--- src/rtl/sum_latch_uart_pkg.sv ---
// Shared FSM encoding and byte-count helper for the sum/latch UART transmitter.
package sum_latch_uart_pkg;

   typedef enum logic [2:0] {
      IDLE,
      START,
      DATA,
      PARITY,
      STOP
   } tx_state_t;

   function automatic int nbytes(input int bits);
      return (bits + 7) / 8;
   endfunction

endpackage

--- src/rtl/uart_tx_core.sv ---
// Per-byte UART serializer: start, 8 data bits LSB first, optional even parity, stop.
// txd/busy registered; a new byte is accepted in IDLE or at the final stop-bit cycle (o_load).
module uart_tx_core
   import sum_latch_uart_pkg::*;
#(
   parameter int CLKS_PER_BIT = 104,
   parameter int PARITY_EN    = 0
) (
   input  logic       clk,
   input  logic       reset,
   input  logic       i_start,
   input  logic       i_more,
   input  logic [7:0] i_byte,
   output logic       o_load,
   output logic       o_txd,
   output logic       o_busy
);
   localparam int CNT_W = $clog2(CLKS_PER_BIT);
   localparam logic [CNT_W-1:0] CNT_MAX = CNT_W'(CLKS_PER_BIT - 1);

   tx_state_t        r_state;
   logic [CNT_W-1:0] r_baud;
   logic [2:0]       r_bit;
   logic [7:0]       r_shift;
   logic             r_par;
   logic             r_txd;
   logic             r_busy;
   logic             w_bit_end;
   logic             w_load;

   assign w_bit_end = (r_baud == CNT_MAX);
   // Loading straight out of STOP keeps consecutive bytes gap-free.
   assign w_load = ((r_state == IDLE) && i_start) ||
                   ((r_state == STOP) && w_bit_end && i_more);
   assign o_load = w_load;
   assign o_txd  = r_txd;
   assign o_busy = r_busy;

   always_ff @(posedge clk or posedge reset) begin
      if (reset) begin
         r_state <= IDLE;
         r_baud  <= '0;
         r_bit   <= '0;
         r_shift <= '0;
         r_par   <= 1'b0;
         r_txd   <= 1'b1;
         r_busy  <= 1'b0;
      end else begin
         if ((r_state == IDLE) || w_bit_end) r_baud <= '0;
         else r_baud <= r_baud + CNT_W'(1);

         if (w_load) begin
            r_state <= START;
            r_txd   <= 1'b0;
            r_busy  <= 1'b1;
            r_shift <= i_byte;
            r_par   <= ^i_byte;
            r_bit   <= '0;
         end else if (w_bit_end) begin
            case (r_state)
               START: begin
                  r_state <= DATA;
                  r_txd   <= r_shift[0];
                  r_shift <= {1'b0, r_shift[7:1]};
               end
               DATA: begin
                  if (r_bit == 3'd7) begin
                     r_state <= (PARITY_EN != 0) ? PARITY : STOP;
                     r_txd   <= (PARITY_EN != 0) ? r_par : 1'b1;
                  end else begin
                     r_bit   <= r_bit + 3'd1;
                     r_txd   <= r_shift[0];
                     r_shift <= {1'b0, r_shift[7:1]};
                  end
               end
               PARITY: begin
                  r_state <= STOP;
                  r_txd   <= 1'b1;
               end
               default: begin
                  r_state <= IDLE;
                  r_txd   <= 1'b1;
                  r_busy  <= 1'b0;
               end
            endcase
         end
      end
   end

endmodule

--- src/rtl/sum_latch_uart_tx.sv ---
// Latches two operands, registers A+B or A-B every cycle, and ships the result over UART on request.
// Result latency 1 cycle; tx requests while busy are dropped, never queued.
module sum_latch_uart_tx
   import sum_latch_uart_pkg::*;
#(
   parameter int DATA_W       = 4,
   parameter int CLKS_PER_BIT = 104,
   parameter int PARITY_EN    = 0
) (
   input  logic              clk,
   input  logic              reset,
   input  logic [DATA_W-1:0] data_in,
   input  logic              save_a_n,
   input  logic              save_b_n,
   input  logic              op_sub,
   input  logic              uart_tx_en,
   output logic [DATA_W:0]   result,
   output logic              uart_txd,
   output logic              uart_busy
);
   localparam int RES_W  = DATA_W + 1;
   localparam int NBYTES = nbytes(RES_W);
   localparam int PAD_W  = NBYTES * 8;
   localparam int LEFT_W = $clog2(NBYTES + 1);

   // [1:0] synchronizer, [2] history
   logic [2:0]        r_sa_sync;
   logic [2:0]        r_sb_sync;
   logic [2:0]        r_tx_sync;
   logic [DATA_W-1:0] r_a;
   logic [DATA_W-1:0] r_b;
   logic [DATA_W:0]   r_result;
   logic              r_res_sub;
   logic [PAD_W-1:0]  r_snap;
   logic [LEFT_W-1:0] r_left;

   logic              w_load_a;
   logic              w_load_b;
   logic              w_tx_rise;
   logic              w_go;
   logic              w_load;
   logic              w_more;
   logic              w_busy;
   logic              w_txd;
   logic [7:0]        w_byte;
   logic [PAD_W-1:0]  w_pad;

   assign w_load_a  = r_sa_sync[2] & ~r_sa_sync[1];
   assign w_load_b  = r_sb_sync[2] & ~r_sb_sync[1];
   assign w_tx_rise = r_tx_sync[1] & ~r_tx_sync[2];
   assign w_go      = w_tx_rise & ~w_busy;
   assign w_more    = (r_left != '0);
   assign w_byte    = w_busy ? r_snap[7:0] : w_pad[7:0];

   assign result    = r_result;
   assign uart_txd  = w_txd;
   assign uart_busy = w_busy;

   always_ff @(posedge clk or posedge reset) begin
      if (reset) begin
         r_sa_sync <= '1;
         r_sb_sync <= '1;
         r_tx_sync <= '0;
      end else begin
         r_sa_sync <= {r_sa_sync[1:0], save_a_n};
         r_sb_sync <= {r_sb_sync[1:0], save_b_n};
         r_tx_sync <= {r_tx_sync[1:0], uart_tx_en};
      end
   end

   always_ff @(posedge clk or posedge reset) begin
      if (reset) begin
         r_a       <= '0;
         r_b       <= '0;
         r_result  <= '0;
         r_res_sub <= 1'b0;
      end else begin
         if (w_load_a) r_a <= data_in;
         if (w_load_b) r_b <= data_in;
         r_res_sub <= op_sub;
         r_result  <= op_sub ? ({1'b0, r_a} - {1'b0, r_b})
                             : ({1'b0, r_a} + {1'b0, r_b});
      end
   end

   // Padding follows the mode that produced the registered result.
   always_comb begin
      w_pad = PAD_W'(r_result);
      if (r_res_sub) begin
         for (int i = RES_W; i < PAD_W; i++) w_pad[i] = r_result[DATA_W];
      end
   end

   always_ff @(posedge clk or posedge reset) begin
      if (reset) begin
         r_snap <= '0;
         r_left <= '0;
      end else if (w_go) begin
         r_snap <= w_pad >> 8;
         r_left <= LEFT_W'(NBYTES - 1);
      end else if (w_load) begin
         r_snap <= r_snap >> 8;
         r_left <= r_left - LEFT_W'(1);
      end
   end

   uart_tx_core #(
      .CLKS_PER_BIT (CLKS_PER_BIT),
      .PARITY_EN    (PARITY_EN)
   ) u_core (
      .clk     (clk),
      .reset   (reset),
      .i_start (w_go),
      .i_more  (w_more),
      .i_byte  (w_byte),
      .o_load  (w_load),
      .o_txd   (w_txd),
      .o_busy  (w_busy)
   );

endmodule
--- config.mk ---
export PLATFORM = sky130hd
export DESIGN_NAME = sum_latch_uart_tx
export DESIGN_NICKNAME = d
export VERILOG_FILES = /design/src/rtl/sum_latch_uart_pkg.sv /design/src/rtl/uart_tx_core.sv /design/src/rtl/sum_latch_uart_tx.sv
export SDC_FILE = /design/constraint.sdc
export NUM_CORES = 1
export LEC_CHECK = 0
export ABC_AREA = 0
export CAP_MARGIN = 20
export CORE_MARGIN = 3
export CORE_UTILIZATION = 40
export DETAILED_ROUTE_END_ITERATION = 10
export SLEW_MARGIN = 20
export SYNTH_ARGS = -nofsm -noshare
export SYNTH_HDL_FRONTEND = slang
export SYNTH_SLANG_ARGS = --single-unit
export TNS_END_PERCENT = 50
--- constraint.sdc ---
create_clock -name clk -period 3.7 [get_ports clk]
set_clock_uncertainty 0.15 [all_clocks]
set_input_delay 0.74 -clock clk [delete_from_list [all_inputs] [get_ports clk]]
set_output_delay 0.74 -clock clk [all_outputs]
set_load 0.005 [all_outputs]
# Word-level counts from Yosys, hierarchy flattened
# Index checks and enable logic that the tools add are counted.
[totals]
elab_cells = 80
inputBits = 10
output_inout_bits = 7
regBits = 55
[op_classes]
bitwise = 8
n_addsub = 5
n_reduce_logical = 15
mux = 27
n_eq_ne = 10
[op_table]
columns = ["op", "n"]
rows = [
  ["$mux W8", 6],
  ["$mux W3", 8],
  ["$pmux W8 S2", 1],
  ["$pmux W3 S3", 1],
  ["$mux W1", 8],
  ["$add A7 B1 Y7 const B", 1],
  ["$eq A7 B7 Y1 const B", 1],
  ["$mux W7", 1],
  ["$eq A3 B2 Y1 const B", 2],
  ["$eq A3 B3 Y1 const B", 2],
  ["$reduce_and A3 Y1", 2],
  ["$reduce_bool A2 Y1", 3],
  ["$add A4 B4 Y5", 1],
  ["$mux W5", 1],
  ["$sub A4 B4 Y5", 1],
  ["$and A1 B1 Y1", 4],
  ["$ne A2 B1 Y1 const B", 2],
  ["$not A1 Y1", 4],
  ["$reduce_and A2 Y1", 2],
  ["$add A3 B1 Y3 const B", 1],
  ["$eq A3 B1 Y1 const B", 1],
  ["$logic_and A1 B1 Y1", 3],
  ["$logic_not A3 Y1", 1],
  ["$ne A3 B1 Y1 const B", 1],
  ["other kinds (6)", 7],
]

# Depth between registers and ports, before layout
[depth]
word_depth = 7
ltp_mapped = 8
depth_no_buf = 8

# Cells and area by module
# From an unflattened synthesis, not the netlist that was laid out.
[hier_totals]
cells_unflattened = 188
hier_area_um2 = 2232.1
[by_module_without_submodules]
columns = ["module", "instances", "area_each_um2", "seq_area_each_um2", "cells_per_inst"]
rows = [
  ["uart_tx_core", 1, 1249.9, 576.8, 107],
  ["sum_latch_uart_tx", 1, 982.2, 608.1, 81],
]

# Worst setup path before layout
# No wires, ideal clock.
[synth_path]
path_kind = "reg2reg"
from = "register u_core.r_bit[0]"
to = "register u_core.r_shift[6]"
n_path_buf = 1
arrival_ns = 2.011
slack_ns = 1.405
stages_incl_launch_ff = 8
setup_time_ns = 0.134
t_required_ns = 3.416
synth_period_minus_slack_ns = 2.295
cell_sequence = "dfrtp_1 > ha_1 > ha_1 > or4b_4 > a311oi_4 > or2_1 > buf_6 > a31oi_1"
[synth_via]
elab_chain_cells = 3
[synth_rtl]
columns = ["element", "line", "rtl"]
rows = [
  ["from (decl)", "uart_tx_core.sv:23", "logic [2:0] r_bit;"],
  ["from (signal assigned)", "uart_tx_core.sv:71", "r_bit <= r_bit + 3'd1;"],
  ["$eq A3 B3 Y1", "uart_tx_core.sv:67", "if (r_bit == 3'd7) begin"],
  ["$ne A3 B2 Y1 (no line)", "-", ""],
  ["$reduce_and A3 Y1 (no line)", "-", ""],
  ["to (signal assigned)", "uart_tx_core.sv:56", "r_shift <= i_byte;"],
  ["to (signal assigned)", "uart_tx_core.sv:64", "r_shift <= {1'b0, r_shift[7:1]};"],
  ["to (signal assigned)", "uart_tx_core.sv:73", "r_shift <= {1'b0, r_shift[7:1]};"],
  ["to (decl)", "uart_tx_core.sv:24", "logic [7:0] r_shift;"],
]
# Every way passes these cells.
# A chain may end at the register's enable or synchronous reset.

# Final worst setup path
[layout_path]
from = "register u_core.r_bit[0]"
to = "register u_core.r_shift[5]"
# Same word-level chain as after synthesis.

==> results.md <==
* Cell count after synthesis at 193
* CP top delay family: simple AND/OR/NAND/NOR gates
* Reg clk slew, reported paths at 0.09 ns
* DR vias at 1459
* Fmax at 387 MHz
* Hold buffers post-CTS at 0
* Die area at 6420 µm²
* Multiplexer area fraction after synthesis at 0.0353
* IO Pins at 17
* ANT nets after route at 0
* Status: finished clean
* RSZ-0062 raised after global routing: no
* Synth area leaders: dfrtp_1 46%, dfstp_2 8.4%, ha_1 4.6%
* Minimum clock period at 2.58 ns
* Mean number of vias per cell at 5.19
* #FFs+latches synth at 47
* Max Slew Vio Count at 0
* Largest family of logic cells by synthesized area: simple AND/OR/NAND/NOR gates
* Reg2reg start: u_core.r_bit[0]
* Largest net degree at the start of global routing at 48
* Sequential share of the synthesized area at 0.539
* Pin slew with the least headroom to its limit at 0.926 ns
* Area share of and/or/nand/nor cells after synthesis at 0.187
* Sink Count at 47
* Worst Setup EP: u_core.r_shift[5]
* Cell breakdown of the critical path: ha_1 -> ha_1 -> or4b_4 -> a311oi_4 -> or2_1 -> a31oi_1
* Crit path largest cell delay at 0.53 ns
* Die extent in x at 80.1 µm
* Post-Syn Nets at 212
* Largest area contributor in the netlist: dfrtp_1
* Final setup fails at 0
* Top cell by count, worst path: ha_1
* Mean Syn Cell Area at 11.4 µm²
* PostCTS Resize Cnt at 0
* Worst flop-to-flop path endpoint: u_core.r_shift[5]
* Critical path depth at 6
* Critical Path RT at 3.72 ns
* Drt wl/cell at 13.8 µm
* Syn Std Cell Area at 2200 µm²
* Grt total ovfl at 0
* Initial antenna violation count at 0
* CTS tree: yes
* Total length of routed wires at 3880 µm
* Top cell type's share of synthesized area at 0.455
* Critical path class: reg2reg
* Crit start category: flip-flop
* Compound-Gate Fraction of Synth Area at 0.114
* Post-CTS Setup Bufs at 0
* Vias in the first global route at 1481
* Prevailing post-synth register cell: dfrtp_1
* DR DRC count at 0
* TritonRoute pass-1 iters at 4
* Worst Path Buf+Inv at 0
* Max FO, Critical Path at 8
* Most frequent cells in the layout: 40 x dfrtp_1, 16 x clkdlybuf4s50_1, 13 x o21ai_0, 13 x nor3_1, 11 x nor2_1
* CP startpoint: u_core.r_bit[0]
* Final non-filler cell total at 281
* DP HPWL at 2780 µm
* Layout area overhead at 15.0%
* P per Cell Area at 561 nW/µm²
* Starting Density at 0.422
* Synth cell types at 42
* TNS Setup at 0 ns
* Final hold vios at 0
* Leak at 1.06 nW
* CP Capture Type: flip-flop
* Worst Reg2Reg Path Length in Cells at 6
* Clock latency on the worst-skew pair at 0.30 ns
* Reg2reg setup slack at 1.12 ns
* Rel. slew slack at 0.382
* Post-layout nets at 229
* Slowest cell on the critical path: or4b_4
* CTS Buf Count at 5
* Post-Synth Adder-Cell Area at 0.0546
* Final core utilization at 0.486
* Share of post-route cells with drive strength above 1 at 0.142
* Worst Hold Class: reg2reg
* H-tree depth at 2
* Ys Warns at 0
* Post-synth EDFFs at 0
* DR iter-0 viols at 64
* Maximum capacitance violations at 0
* Asr flop ratio synth at 1.00
* Port bufs at 16
* VDD IR-drop max at 0.220 mV
* Arr. time, crit path at 2.60 ns
* Core Area at 5200 µm²
* Total GRT Usage at 0.140
* Commonest non-fill, non-tap cell in the layout: dfrtp_1
* Final GP Congestion at 0.807
* Hold Crit Start: r_sb_sync[0]
* Ant. Diodes at 0
* Chip height at 80.1 µm
* CTS Root Cell: clkbuf_8
* Placed cells at 273
* Hold Path Stages at 0
* Synth Area in XOR/XNOR at 0.0359
* Global-route wire length before repair at 6970 µm
* Row cnt at 26
* Tcrit/Tclk final at 0.698
* CTS Buffer Depth at 2
## flip-flops by register name (all words and copies together) (netlist names), 4 cells and up
register,cells
result,5
u_core.r_shift,8
u_core.r_baud,7
r_a,4
r_b,4
## cells in the mapped netlist, drive strengths merged, types with 3 or more instances
master  count
ha          8
xnor2       6
a21o        3
nor2       11
a31oi       7
o21ai      14
nand2b      3
dfstp       7
nand3b      6
dfrtp      40
nor2b       6
or3         3
xor2        3
buf         3
nor3       15
a21oi       6
mux2        6
nand2       5
inv         9
nand3       4
nor3b       4
clkbuf      4
## worst register-to-register path, delay by kind of cell (launching register included)
family,cells,cell delay (ns)
simple gates,2,0.85
flops,1,0.41
fa+ha+maj,2,0.44
compound gates,2,0.61
## power breakdown
part / total [mW] / internal [mW] / switching [mW]
Combinational: 0.324 / 0.189 / 0.135
Sequential: 0.704 / 0.624 / 0.0799
Clock: 0.390 / 0.219 / 0.171
Total: 1.42 / 1.03 / 0.386
## cell type report
type                            count  area [µm²]
Clock inverter                      2        35.0
Inverter                            9        33.8
Multi-Input combinational cell    130         937
Tap cell                           70        87.6
Timing Repair Buffer               17         168
Fill cell                         479        2680
Sequential cell                    47        1180
Clock buffer                        6        82.6
## per-stage QoR
stage | power, mW | hold WS, ns | setup slack [ns] | cell area (µm²)
6_report | 1.42 | 0.209 | 1.12 | 2530
5_1_grt | 1.52 | 0.216 | 0.967 | 2530
4_1_cts | 1.44 | 0.212 | 1.12 | 2530
3_5_place_dp | 1.04 | 0.186 | 1.00 | 2410
3_3_place_gp | 1.02 | 0.183 | 1.12 | 2410
2_1_floorplan | 0.916 | 0.181 | 1.40 | 2200
## cell families after synthesis
logic type | Yosys count
simple gates | 67
flops | 47
compound gates | 38
buf+inv | 16
xor+xnor | 9
fa+ha+maj | 9
mux | 7
## worst min path at each step
stage / to / slack [ns]
global placement: r_tx_sync[1] / 0.18
CTS: r_sb_sync[1] / 0.21
finish: r_sb_sync[1] / 0.21
floorplan: r_tx_sync[1] / 0.18
detailed placement: r_tx_sync[1] / 0.19
global route: r_sb_sync[1] / 0.22
## metal layers
metal,GRT usage,vias to the layer above,routed length (µm),share of wire
met3,0.0392,9,128,0.033
met4,0.0524,0,83,0.021
li1,-,722,-,-
met2,0.225,21,1870,0.48
met1,0.179,707,1790,0.46
met5,0,-,0,0
Note: power is estimated with default switching activity, not from simulation.
